$ cat src/rtl/score_bcd_counter.sv
// score_bcd_counter: saturating two-digit BCD score with WIN blink, feeding dual_7_seg.
// Optional SCORE_LEADING_ZERO_BLANK_EN blanks a zero tens digit on the display.
module score_bcd_counter #(
    parameter int WIN_SCORE    = 21,
    parameter int BLINK_CYCLES = 5000000
) (
    input  logic       clk_i,
    input  logic       rst_n_i,
    input  logic       inc_i,
    input  logic       dec_i,
    input  logic       clr_i,
    output logic [3:0] tens_o,
    output logic [3:0] ones_o,
    output logic [6:0] score_o,
    output logic       win_o
);
    localparam int CW = $clog2(BLINK_CYCLES);
    localparam logic [0:0] PLAY = 1'b0, WIN = 1'b1;
    localparam logic [3:0] BLANK = 4'd10, LET_P = 4'd11;
`ifdef SCORE_LEADING_ZERO_BLANK_EN
    localparam logic [3:0] TENS_RST = BLANK;
`else
    localparam logic [3:0] TENS_RST = 4'd0;
`endif

    logic [3:0]    tens_q, tens_d, ones_q, ones_d;
    logic [0:0]    state_q, state_d;
    logic [CW-1:0] cnt_q, cnt_d;
    logic          phase_q, phase_d;
    logic          inc_q, dec_q;
    logic          inc_ev, dec_ev, up_win, at_zero, at_max, wrap, blink;
    logic [3:0]    up_t, up_o, dn_t, dn_o, disp_t, disp_o;

    assign inc_ev = inc_i & ~inc_q;
    assign dec_ev = dec_i & ~dec_q;

    always_comb begin
        up_o    = ones_q == 4'd9 ? 4'd0 : ones_q + 4'd1;
        up_t    = ones_q == 4'd9 ? tens_q + 4'd1 : tens_q;
        dn_o    = ones_q == 4'd0 ? 4'd9 : ones_q - 4'd1;
        dn_t    = ones_q == 4'd0 ? tens_q - 4'd1 : tens_q;
        up_win  = 7'(up_t) * 7'd10 + 7'(up_o) == 7'(WIN_SCORE);
        at_zero = tens_q == 4'd0 && ones_q == 4'd0;
        at_max  = tens_q == 4'd9 && ones_q == 4'd9;
        wrap    = cnt_q == CW'(BLINK_CYCLES - 1);
        tens_d  = tens_q;
        ones_d  = ones_q;
        state_d = state_q;
        cnt_d   = state_q == WIN ? (wrap ? '0 : cnt_q + CW'(1)) : '0;
        phase_d = state_q == WIN ? phase_q ^ wrap : 1'b0;
        if (clr_i) begin
            tens_d  = 4'd0;
            ones_d  = 4'd0;
            state_d = PLAY;
            cnt_d   = '0;
            phase_d = 1'b0;
        end else if (inc_ev && !dec_ev && state_q == PLAY && !at_max) begin
            tens_d = up_t;
            ones_d = up_o;
            if (up_win) begin
                state_d = WIN;
                cnt_d   = '0;
                phase_d = 1'b0;
            end
        end else if (dec_ev && !inc_ev && !at_zero) begin
            // Also the correction path out of WIN
            tens_d  = dn_t;
            ones_d  = dn_o;
            state_d = PLAY;
            cnt_d   = '0;
            phase_d = 1'b0;
        end
    end

    always_comb begin
        blink  = state_q == WIN && phase_q;
`ifdef SCORE_LEADING_ZERO_BLANK_EN
        disp_t = blink ? LET_P : (tens_q == 4'd0 ? BLANK : tens_q);
`else
        disp_t = blink ? LET_P : tens_q;
`endif
        disp_o = blink ? BLANK : ones_q;
    end

    always_ff @(posedge clk_i) begin
        if (!rst_n_i) begin
            tens_q  <= 4'd0;
            ones_q  <= 4'd0;
            state_q <= PLAY;
            cnt_q   <= '0;
            phase_q <= 1'b0;
            inc_q   <= 1'b0;
            dec_q   <= 1'b0;
            tens_o  <= TENS_RST;
            ones_o  <= 4'd0;
            score_o <= 7'd0;
            win_o   <= 1'b0;
        end else begin
            tens_q  <= tens_d;
            ones_q  <= ones_d;
            state_q <= state_d;
            cnt_q   <= cnt_d;
            phase_q <= phase_d;
            inc_q   <= inc_i;
            dec_q   <= dec_i;
            tens_o  <= disp_t;
            ones_o  <= disp_o;
            score_o <= 7'(tens_q) * 7'd10 + 7'(ones_q);
            win_o   <= state_q == WIN;
        end
    end
endmodule

$ cat config.mk
export PLATFORM = sky130hd
export DESIGN_NAME = score_bcd_counter
export DESIGN_NICKNAME = d
export VERILOG_FILES = /design/src/rtl/score_bcd_counter.sv
export SDC_FILE = /design/constraint.sdc
export NUM_CORES = 1
export LEC_CHECK = 0
export BUFFER_PORTS_ARGS = -buffer_cell sky130_fd_sc_hd__buf_2
export CAP_MARGIN = 20
export CORE_ASPECT_RATIO = 1.2
export CORE_MARGIN = 2
export CORE_UTILIZATION = 64
export CTS_CLUSTER_DIAMETER = 120
export CTS_CLUSTER_SIZE = 24
export DETAILED_ROUTE_END_ITERATION = 8
export GPL_TIMING_DRIVEN = 1
export PLACE_DENSITY_LB_ADDON = 0.25
export SYNTH_ARGS = -nofsm -noshare
export SYNTH_HDL_FRONTEND = slang
export SYNTH_SLANG_ARGS = --single-unit
$ cat constraint.sdc
create_clock -name clk_i -period 8.71 [get_ports clk_i]
set_input_delay 0.4355 -clock clk_i [delete_from_list [all_inputs] [get_ports clk_i]]
set_output_delay 0.4355 -clock clk_i [all_outputs]
set_load 0.1 [all_outputs]
==> summary.md <==
| Metric | Value |
|---|---|
| First-pass GRT wire length | 9340 um |
| Initial Util | 0.660 |
| Cts repair resizes | 0 |
| R2R Path Start | ones_q[0] |
| DR pass1 iterations | 4 |
| CP Capture Type | flop |
| # setup viols final | 0 |
| Max Cap Viol | 0 |
| Syn Inst Count | 303 |
| Largest net degree at the start of global routing | 24 |
| Synth Cell Area | between 0.002 and 0.003 mm2 |
| Max FO, Critical Path | 18 |
| Setup slack, reg-to-reg | between 5 and 6 ns |
| Core area | 0.00423 mm2 |
| Synth async-reset ratio | 0 |
| Area Overhead vs Synth | 5.06% |
| Clock power frac | 0.347 |
| Clk sinks | just over 50 |
| Clock Skew | 0.00457 ns |
| Area leader, netlist | dfxtp_1 |
| Worst Reg-to-Reg Cells | 9 |
| Fmax | 282 MHz |
| Slew @ Worst Pin | 0.952 ns |
| WP data required | around 8.9 ns |
| Max-slew violations | 0 |
| Gpl congestion | 0.859 |
| Initial antenna violation count | 0 |
| Layout cell share with drive strength beyond 1 | 0.137 |
| DR DRC count | 0 |
| Critical Path AT | 3.75 ns |
| Crit path launch | ones_q[0] |
| Fin worst setup slack | 5.16 ns |
| Yosys top cell area share | 0.366 |
| Mapped Nets | 329 |
| Maximum vdd drop | 0.115 mV |
| Post-synth cell types | between 50 and 60 |
| Final wirelength | about 5500 um |
| CTS tree | done |
| Register area | 0.00102 mm2 |
| Footprint of the multi-input gates | ~0.0016 mm2 |
| Full die area | 0.00491 mm2 |
| Hold path start | dec_i |
| Site row count | 26 |
| Total power | 0.000423 W |
| Pwr dens | 144 mW/mm2 |
| Hpwl dp | roughly 4000 um |
| Crit Path Class | flop to flop |
| Cell internal pwr | approximately 0.00032 W |
| Initial drt markers | between 200 and 250 |
| RSZ-0062 raised after global routing | false |
| Worst rel slew slack | 0.365 |
| Grt ovf | 0 |
| PortBufs | 20 |
| Ys Warns | 0 |
| Clk slew on worst S/H paths | 0.09 ns |
| Antenna fix cells | 0 |
| Post-synth top cells | dfxtp_1, nor2_1, ha_1, nand2_1, xnor2_1 |
| Worst hold slack | 0.344 ns |
| Ports | 21 |
| Max Buffers Root-to-Sink | 2 |
| Number of flops mapped to enable cells by yosys | 0 |
| CP Launch Type | flop |
| Vias per cell | 5.78 |
| Synth Area per Inst | 9.22 um2 |
| Setup Buffers After CTS | 0 |
| H-tree levels | 2 |
| Top post-synthesis cells by area | dfxtp_1, ha_1, xnor2_1, xor2_1, nor2_1 |
| Seq/Total Area, Yosys | 0.366 |
| Final setup TNS | 0 ns |
| Pleak | 1.20 nW |
| Sw Ratio | 0.244 |
| Synth Register Bits | a little over 50 |
| Routed via count | ~2100 |
| Total track usage | 0.240 |
| Run status | complete, no violations |
| R2R Path End | state_q |
| CTS Buf Count | 5 |
| Fill count | 352 |
| Endpoints failing hold | 0 |
| Sw power | approximately 0.00010 W |
| Post-route ant nets | 0 |
| Wire per inst | 14.8 um |
| Vias in the first global route | around 2100 |
| Fin util | 0.694 |
| Hold Crit Class | primary input to flop |
| Worst-Skew Late Latency | 0.30 ns |
| Clock root buffer | clkbuf_8 |
| Nets | 340 |
| Combinational share of power | 0.089 |
| Final min period | 3.55 ns |
| Die width | 64.3 um |
| Die height | 76.4 um |
| Ys flop type | dfxtp_1 |
| Most frequent cell after synthesis | dfxtp_1 |
| Sequential power share | 0.564 |
| DP Worst Slack | roughly 5.3 ns |
| Hold Buf Count CTS | 0 |
| Final Cycle Share | 0.407 |
| Hold depth | 2 |
| Hold Path End | dec_q |
==> layer usage <==
metal  up-vias  wire length [um]  track usage
met5         -                 0            0
li1       1074                 -            -
met4         0               126        0.100
met2        39              2790        0.404
met1      1019              2380        0.294
met3        13               196       0.0532
==> critical path, stage by stage (launching register included) <==
cell and delay (ns):
dfxtp_1 0.65, and4bb_1 0.46, nand4_1 0.17, xnor2_1 0.31, ha_1 0.30, ha_1 0.22, fa_1 0.48, a2111oi_0 0.41
nor3_1 0.09, o41ai_1 0.34
==> state kept, by name (all words and copies together) (netlist names), 4 cells and up <==
name / flops
cnt_q: 23
ones_o: 4
ones_q: 4
score_o: 7
tens_o: 4
tens_q: 4
==> metrics by stage <==
stage | std cells | instance area (um2)
global route | 371 | 2930
detailed placement | 363 | 2830
floorplan | 303 | 2790
global placement | 363 | 2830
finish | 371 | 2930
CTS | 371 | 2930
==> kinds of logic after synthesis <==
| logic type | count (synthesis) | synth area share |
|---|---|---|
| xor+xnor | 32 | 0.100 |
| fa+ha+maj | 21 | 0.105 |
| compound gates | 43 | 0.106 |
| simple gates | 127 | 0.257 |
| mux | 1 | 0.00403 |
| buf+inv | 28 | 0.0623 |
| flops | 51 | 0.366 |
==> worst max path at each step <==
stage / end / slack [ns] / cells after the start
after floorplan: state_q / 5.72 / 10
after global placement: state_q / 5.41 / 9
after detailed placement: state_q / 5.26 / 9
after CTS: state_q / 5.20 / 9
after global routing: state_q / 4.89 / 9
final: state_q / 5.16 / 9
==> cell type report <==
class                   count  share of cell area
flip-flops and latches     51               0.348
inverters                  12              0.0154
repair buffers             20              0.0341
clock buffers               8              0.0341
well taps                  56              0.0239
multi-input cells         224               0.545
==> cells in the final DEF (no fill, tap or decap), types with 5 or more instances in the layout <==
master,count
buf_2,20
a21boi_0,5
xnor2_1,17
nor2_1,22
ha_1,17
nand2_1,17
xor2_1,15
nand4_1,6
o21ai_0,9
inv_1,12
nor2_2,10
nand3_1,11
and3_1,11
and2_1,9
dfxtp_1,51
nor3_1,11
a21oi_1,7
clkbuf_8,7
==> power groups by stage <==
| stage | combinational (W) | clock, W | sequential [W] |
|---|---|---|---|
| after floorplan | 0.0000224 | 0 | 0.000253 |
| after global placement | 0.0000364 | 0 | 0.000244 |
| after detailed placement | 0.0000371 | 0 | 0.000244 |
| after CTS | 0.0000373 | 0.000150 | 0.000239 |
| after global routing | 0.0000408 | 0.000160 | 0.000240 |
| final | 0.0000377 | 0.000147 | 0.000239 |
Note: power is estimated with default switching activity, not from simulation.
